<file path="src/rtl/div_seq.sv">
// Iterative restoring divider for DIV/IDIV: EDX:EAX / src -> EAX, EDX or #DE.
// One quotient bit per cycle behind a start/busy/done handshake.
module div_seq (
  input  logic        clk,
  input  logic        rst_n,
  input  logic        start,
  input  logic        is_signed,
  input  logic [63:0] dividend,
  input  logic [31:0] divisor,
  output logic        busy,
  output logic        done,
  output logic [31:0] quotient,
  output logic [31:0] remainder,
  output logic        fault
);

  typedef enum logic [1:0] {
    IDLE,
    RUN,
    FIN
  } state_t;

  state_t      state;
  state_t      state_nx;
  logic [31:0] p;
  logic [31:0] lo;
  logic [31:0] dsr;
  logic [4:0]  cnt;
  logic        sgn;
  logic        neg_q;
  logic        neg_r;
  logic        efault;

  logic [63:0] mag_dvd;
  logic [31:0] mag_dsr;
  logic        early;
  logic [32:0] trial;
  logic        ge;
  logic [31:0] diff;
  logic        late;
  logic [31:0] q_fin;
  logic [31:0] r_fin;

  always_comb begin
    mag_dvd = dividend;
    mag_dsr = divisor;
    if (is_signed && dividend[63]) mag_dvd = -dividend;
    if (is_signed && divisor[31])  mag_dsr = -divisor;
    early = (divisor == 32'd0) || (mag_dvd[63:32] >= mag_dsr);
  end

  // P stays below |divisor|, so the 32-bit difference is exact.
  always_comb begin
    trial = {p, lo[31]};
    ge    = trial >= {1'b0, dsr};
    diff  = trial[31:0] - dsr;
  end

  always_comb begin
    late  = sgn && (neg_q ? (lo > 32'h8000_0000) : lo[31]);
    q_fin = neg_q ? -lo : lo;
    r_fin = neg_r ? -p : p;
  end

  always_comb begin
    state_nx = state;
    unique case (state)
      IDLE:
        if (start) state_nx = early ? FIN : RUN;
      RUN:
        if (cnt == 5'd31) state_nx = FIN;
      FIN:
        state_nx = IDLE;
      default:
        state_nx = IDLE;
    endcase
  end

  always_ff @(posedge clk) begin
    if (!rst_n) state <= IDLE;
    else        state <= state_nx;
  end

  assign busy = (state != IDLE);

  always_ff @(posedge clk) begin
    if (!rst_n) begin
      done      <= 1'b0;
      fault     <= 1'b0;
      quotient  <= '0;
      remainder <= '0;
      p         <= '0;
      lo        <= '0;
      dsr       <= '0;
      cnt       <= '0;
      sgn       <= 1'b0;
      neg_q     <= 1'b0;
      neg_r     <= 1'b0;
      efault    <= 1'b0;
    end else begin
      done <= 1'b0;
      unique case (state)
        IDLE: begin
          if (start) begin
            p      <= mag_dvd[63:32];
            lo     <= mag_dvd[31:0];
            dsr    <= mag_dsr;
            cnt    <= '0;
            sgn    <= is_signed;
            neg_q  <= is_signed && (dividend[63] ^ divisor[31]);
            neg_r  <= is_signed && dividend[63];
            efault <= early;
          end
        end
        RUN: begin
          p   <= ge ? diff : trial[31:0];
          lo  <= {lo[30:0], ge};
          cnt <= cnt + 5'd1;
        end
        FIN: begin
          done <= 1'b1;
          if (efault || late) begin
            fault     <= 1'b1;
            quotient  <= '0;
            remainder <= '0;
          end else begin
            fault     <= 1'b0;
            quotient  <= q_fin;
            remainder <= r_fin;
          end
        end
        default: ;
      endcase
    end
  end

endmodule

</file>
<file path="config.mk">
export PLATFORM = sky130hd
export DESIGN_NAME = div_seq
export DESIGN_NICKNAME = d
export VERILOG_FILES = /design/src/rtl/div_seq.sv
export SDC_FILE = /design/constraint.sdc
export NUM_CORES = 1
export LEC_CHECK = 0
export CAP_MARGIN = 5
export CORE_UTILIZATION = 35
export DETAILED_ROUTE_END_ITERATION = 10
export DONT_BUFFER_PORTS = 1
export PLACE_DENSITY = 0.6
export SYNTH_ARGS = -nofsm -noshare
export SYNTH_HDL_FRONTEND = slang
export SYNTH_SLANG_ARGS = --single-unit
</file>
<file path="constraint.sdc">
create_clock -name clk -period 4.2 [get_ports clk]
set_clock_uncertainty 0.15 [all_clocks]
set_input_delay 0.42 -clock clk [delete_from_list [all_inputs] [get_ports clk]]
set_output_delay 0.42 -clock clk [all_outputs]
set_load 0.01 [all_outputs]
</file>
==> metrics <==
final setup violating endpoints=0; internal reg-to-reg setup slack=0.46 ns; Clock power frac=a little under a quarter; TritonCTS Buffers=17; Slowest-stage cell, CP=sky130_fd_sc_hd__or4_4; floorplan die area=around 36000 sq um; clock period minus final worst setup slack=roughly 4.0 ns; status=finished clean; part of the power in combinational logic=44.9%; net count after synthesis=~1800; final cell area excluding filler cells=approximately 14000 sq um; number of remaining DRC errors=0; share of synthesized flip-flops with an asynchronous set or reset=0%; Clock Root Buffer=sky130_fd_sc_hd__clkbuf_16; average vias per placed instance=between 5 and 6; TNS Setup=0 ns; detailed placement HPWL=between 30 and 40 mm; total core area=between 30000 and 40000 sq um; DIE WIDTH=between 150 and 200 um; Top FF cell, synth=sky130_fd_sc_hd__dfxtp_1; pin slew with the least headroom to its limit=approximately 1.2 ns; Final nets=about 1800; placement row count=68; synthesized flop and latch total=around 170; number of optimization iterations in the first detailed-route pass=5; share of total power in sequential cells=approximately a third; number of global-route vias before repair=approximately 11000; Filler Cell Count=around 3600; path type of the worst min-delay path=input port to flop; clock-pin transition on the worst setup and hold timing paths=roughly 0.080 ns; arrival time at the worst endpoint=around 4.2 ns; end point of the critical path=efault$_SDFFE_PN0P_; total internal power=about 3.9 mW; Sinks on Clock Net=173; initial drt markers=~1000; count of flip-flops with a built-in enable after synthesis=0; kind of start point of the critical path=input port; type of the worst setup path=input port to flop; global placement routability congestion=between 0.9 and 1; VDD IR max=around 330 uV; area overhead of the layout relative to synthesis=14.41%; initial antenna violation count=0; count of placed standard cells including taps=~2100; synthesized area per cell=about 7.6 sq um; global-route wire length before repair=roughly 65 mm; Setup crit end kind=flop; max-slew violation count=0; final cell count without fillers=between 2000 and 2500; Max-cap violations=0; critical path, cell by cell=or4_4, or3_4, or2_4, or3_4, o41ai_2, xnor2_1, ha_1, a21o_1, a21o_1, a21o_1, a21o_1, a211oi_2, o21ai_1, a211oi_2, buf_4, nor2_1; GRT Overall Usage=between 20% and 30%; headroom to the max-slew limit=21.03%; synthesized netlist cell count=around 1600; Final Hold Viols=0; fraction of layout instances using a drive strength above 1=between 10% and 20%; power density over the cells=~480 nW/um^2; share of the cycle needed by the critical path after routing=95.17%; total number of H-tree levels=4; antenna diode count=0; IO buf count=0; remaining antenna violation count after routing=0; # IOs=167; number of buffers on the longest clock path=2; number of cells on the worst reg-to-reg path=9; Highest Clock Rate=250.2 MHz; maximum number of pins on one net before global-route repair=63; Critical Path Most Common Cell=sky130_fd_sc_hd__a21o_1; TritonCTS clock tree=built; endpoint required time on the critical path=about 4.4 ns; Vert. Die Dim=188.8 um; Lkg Pwr=5.332 nW; portion of the post-synthesis area used by sequential elements=between 20 and 30%; count of different cell masters after synthesis=71; wire length after detailed routing=41.75 mm; number of warnings reported in the yosys synthesis log=0; most frequent standard cell in the layout excluding fill and tap cells=sky130_fd_sc_hd__nand2_1; GR Overflow Total=0; delay contributed by the slowest stage of the critical path=0.54 ns; average routed wire per standard cell=approximately 20 um; Worst-Skew Late Latency=~0.45 ns; vias=11900; Core Util, Final=about two fifths; netlist area before placement=around 12000 sq um; Initial Utilization=approximately 35%; most used cells in the layout excluding fill and tap cells=sky130_fd_sc_hd__nand2_1, sky130_fd_sc_hd__a21oi_1, sky130_fd_sc_hd__dfxtp_1; startpoint of the worst register-to-register path=lo[2]$_SDFFE_PN0P_; beginning of the critical path=dividend[45]; Crit Path Max Fanout=2; Sw Ratio=between 40% and 50%; worst reg2reg endpoint=remainder[16]$_SDFFE_PN0P_; net switching power=slightly below 3 mW; instance area after placement=~13000 sq um
-- power groups by stage --
stage               Combinational [mW]  Clock [mW]  Sequential [mW]
CTS                               2.99        1.60             2.14
global route                      3.36        1.67             2.18
global placement                  2.95           0             2.17
detailed placement                2.97           0             2.18
floorplan                         2.22           0             2.08
finish                            3.03        1.57             2.15
-- state kept, by name, indices dropped and copies added, names as in the netlist --
name	count
done	1
cnt	5
neg_q	1
p	32
dsr	32
quotient	32
efault	1
state	2
remainder	32
lo	32
sgn	1
neg_r	1
fault	1
-- layout make-up --
class,instances,area (sq um),area share [%]
clock buffers,17,425.4,3.046
clock inverters,15,152.6,1.093
inverters,61,230.2,1.648
multi-input cells,1294,8254,59.10
flip-flops and latches,173,3463,24.80
well taps,455,569.3,4.076
repair buffers,113,870.8,6.235
-- kinds of logic (layout without fill, tap and decap cells) --
| group | Yosys count | after routing | share of synthesized area (%) |
|---|---|---|---|
| buffers and inverters | 143 | 206 | 4.530 |
| adder cells (fa/ha/maj) | 71 | 71 | 7.339 |
| multiplexers | 13 | 13 | 1.066 |
| XOR/XNOR | 174 | 174 | 12.48 |
| AO/OA/AOI/OAI | 504 | 504 | 25.79 |
| AND/OR/NAND/NOR | 532 | 532 | 20.42 |
| flip-flops | 173 | 173 | 28.37 |
-- critical path, delay by kind of cell --
kind | cells | cell delay, ns
fa+ha+maj | 1 | 0.29
xor+xnor | 1 | 0.20
compound gates | 8 | 1.53
buf+inv | 1 | 0.16
simple gates | 5 | 1.59
-- Yosys cell counts (5+ instances only) --
master	n	share of area, %
sky130_fd_sc_hd__nand4_1	15	0.77
sky130_fd_sc_hd__buf_1	8	0.25
sky130_fd_sc_hd__o21ai_1	11	0.45
sky130_fd_sc_hd__a22oi_1	44	2.7
sky130_fd_sc_hd__and3_1	6	0.31
sky130_fd_sc_hd__or3_1	17	0.87
sky130_fd_sc_hd__o31ai_1	27	1.7
sky130_fd_sc_hd__a211oi_1	37	2.3
sky130_fd_sc_hd__o21ai_0	102	4.2
sky130_fd_sc_hd__inv_1	59	1.8
sky130_fd_sc_hd__nand2b_1	15	0.77
sky130_fd_sc_hd__o211ai_1	5	0.31
sky130_fd_sc_hd__dfxtp_1	173	28
sky130_fd_sc_hd__a31oi_1	12	0.61
sky130_fd_sc_hd__mux2i_1	13	1.1
sky130_fd_sc_hd__nor2_1	147	4.5
sky130_fd_sc_hd__and2_1	5	0.26
sky130_fd_sc_hd__a21oi_1	174	7.1
sky130_fd_sc_hd__nand2_1	179	5.5
sky130_fd_sc_hd__or2_2	13	0.67
sky130_fd_sc_hd__nor4_1	14	0.72
sky130_fd_sc_hd__xor2_1	56	4.0
sky130_fd_sc_hd__nor3_1	29	1.2
sky130_fd_sc_hd__clkbuf_1	69	2.1
sky130_fd_sc_hd__ha_1	70	7.2
sky130_fd_sc_hd__nand3_1	53	2.2
sky130_fd_sc_hd__o221ai_1	8	0.57
sky130_fd_sc_hd__o41ai_1	17	1.2
sky130_fd_sc_hd__or4_1	16	0.98
sky130_fd_sc_hd__o22ai_1	5	0.26
sky130_fd_sc_hd__xnor2_1	118	8.5
sky130_fd_sc_hd__a21o_1	21	1.3
-- through the flow --
step	total power [mW]	hold slack, ns	worst slack (ns)
final	6.753	0.03113	0.2030
after global routing	7.208	0.02302	-0.008868
after CTS	6.738	0.007969	0.2049
after floorplan	4.298	0.2863	0.01051
after detailed placement	5.148	0.3271	-0.2670
after global placement	5.117	0.3055	-0.2172
-- how the worst min path moves through the flow --
stage / startpoint / endpoint / slack [ns] / depth (start not counted)
2_1_floorplan: dsr[31]$_SDFFE_PN0P_ / dsr[31]$_SDFFE_PN0P_ / 0.29 / 2
3_3_place_gp: dsr[0]$_SDFFE_PN0P_ / dsr[0]$_SDFFE_PN0P_ / 0.31 / 2
3_5_place_dp: dsr[0]$_SDFFE_PN0P_ / dsr[0]$_SDFFE_PN0P_ / 0.33 / 2
4_1_cts: dividend[28] / lo[28]$_SDFFE_PN0P_ / 0.008 / 3
5_1_grt: dividend[5] / lo[5]$_SDFFE_PN0P_ / 0.02 / 3
6_report: dividend[5] / lo[5]$_SDFFE_PN0P_ / 0.03 / 3
-- per-layer routing --
| layer | GRT usage, % | routed length [um] | vias up |
|---|---|---|---|
| met5 | 0 | 0 | - |
| met4 | 7.351 | 816 | 0 |
| met3 | 7.469 | 4440 | 53 |
| met2 | 32.24 | 16610 | 455 |
| met1 | 33.61 | 19870 | 5473 |
| li1 | - | - | 5921 |
-- what timing repair did --
item	in CTS	in global routing
hold endpoints to repair	25	0
hold buffers	4	0
resized for setup	0	0
setup endpoints to repair	0	1
setup buffers	0	1
(Power assumes the default switching activity.)
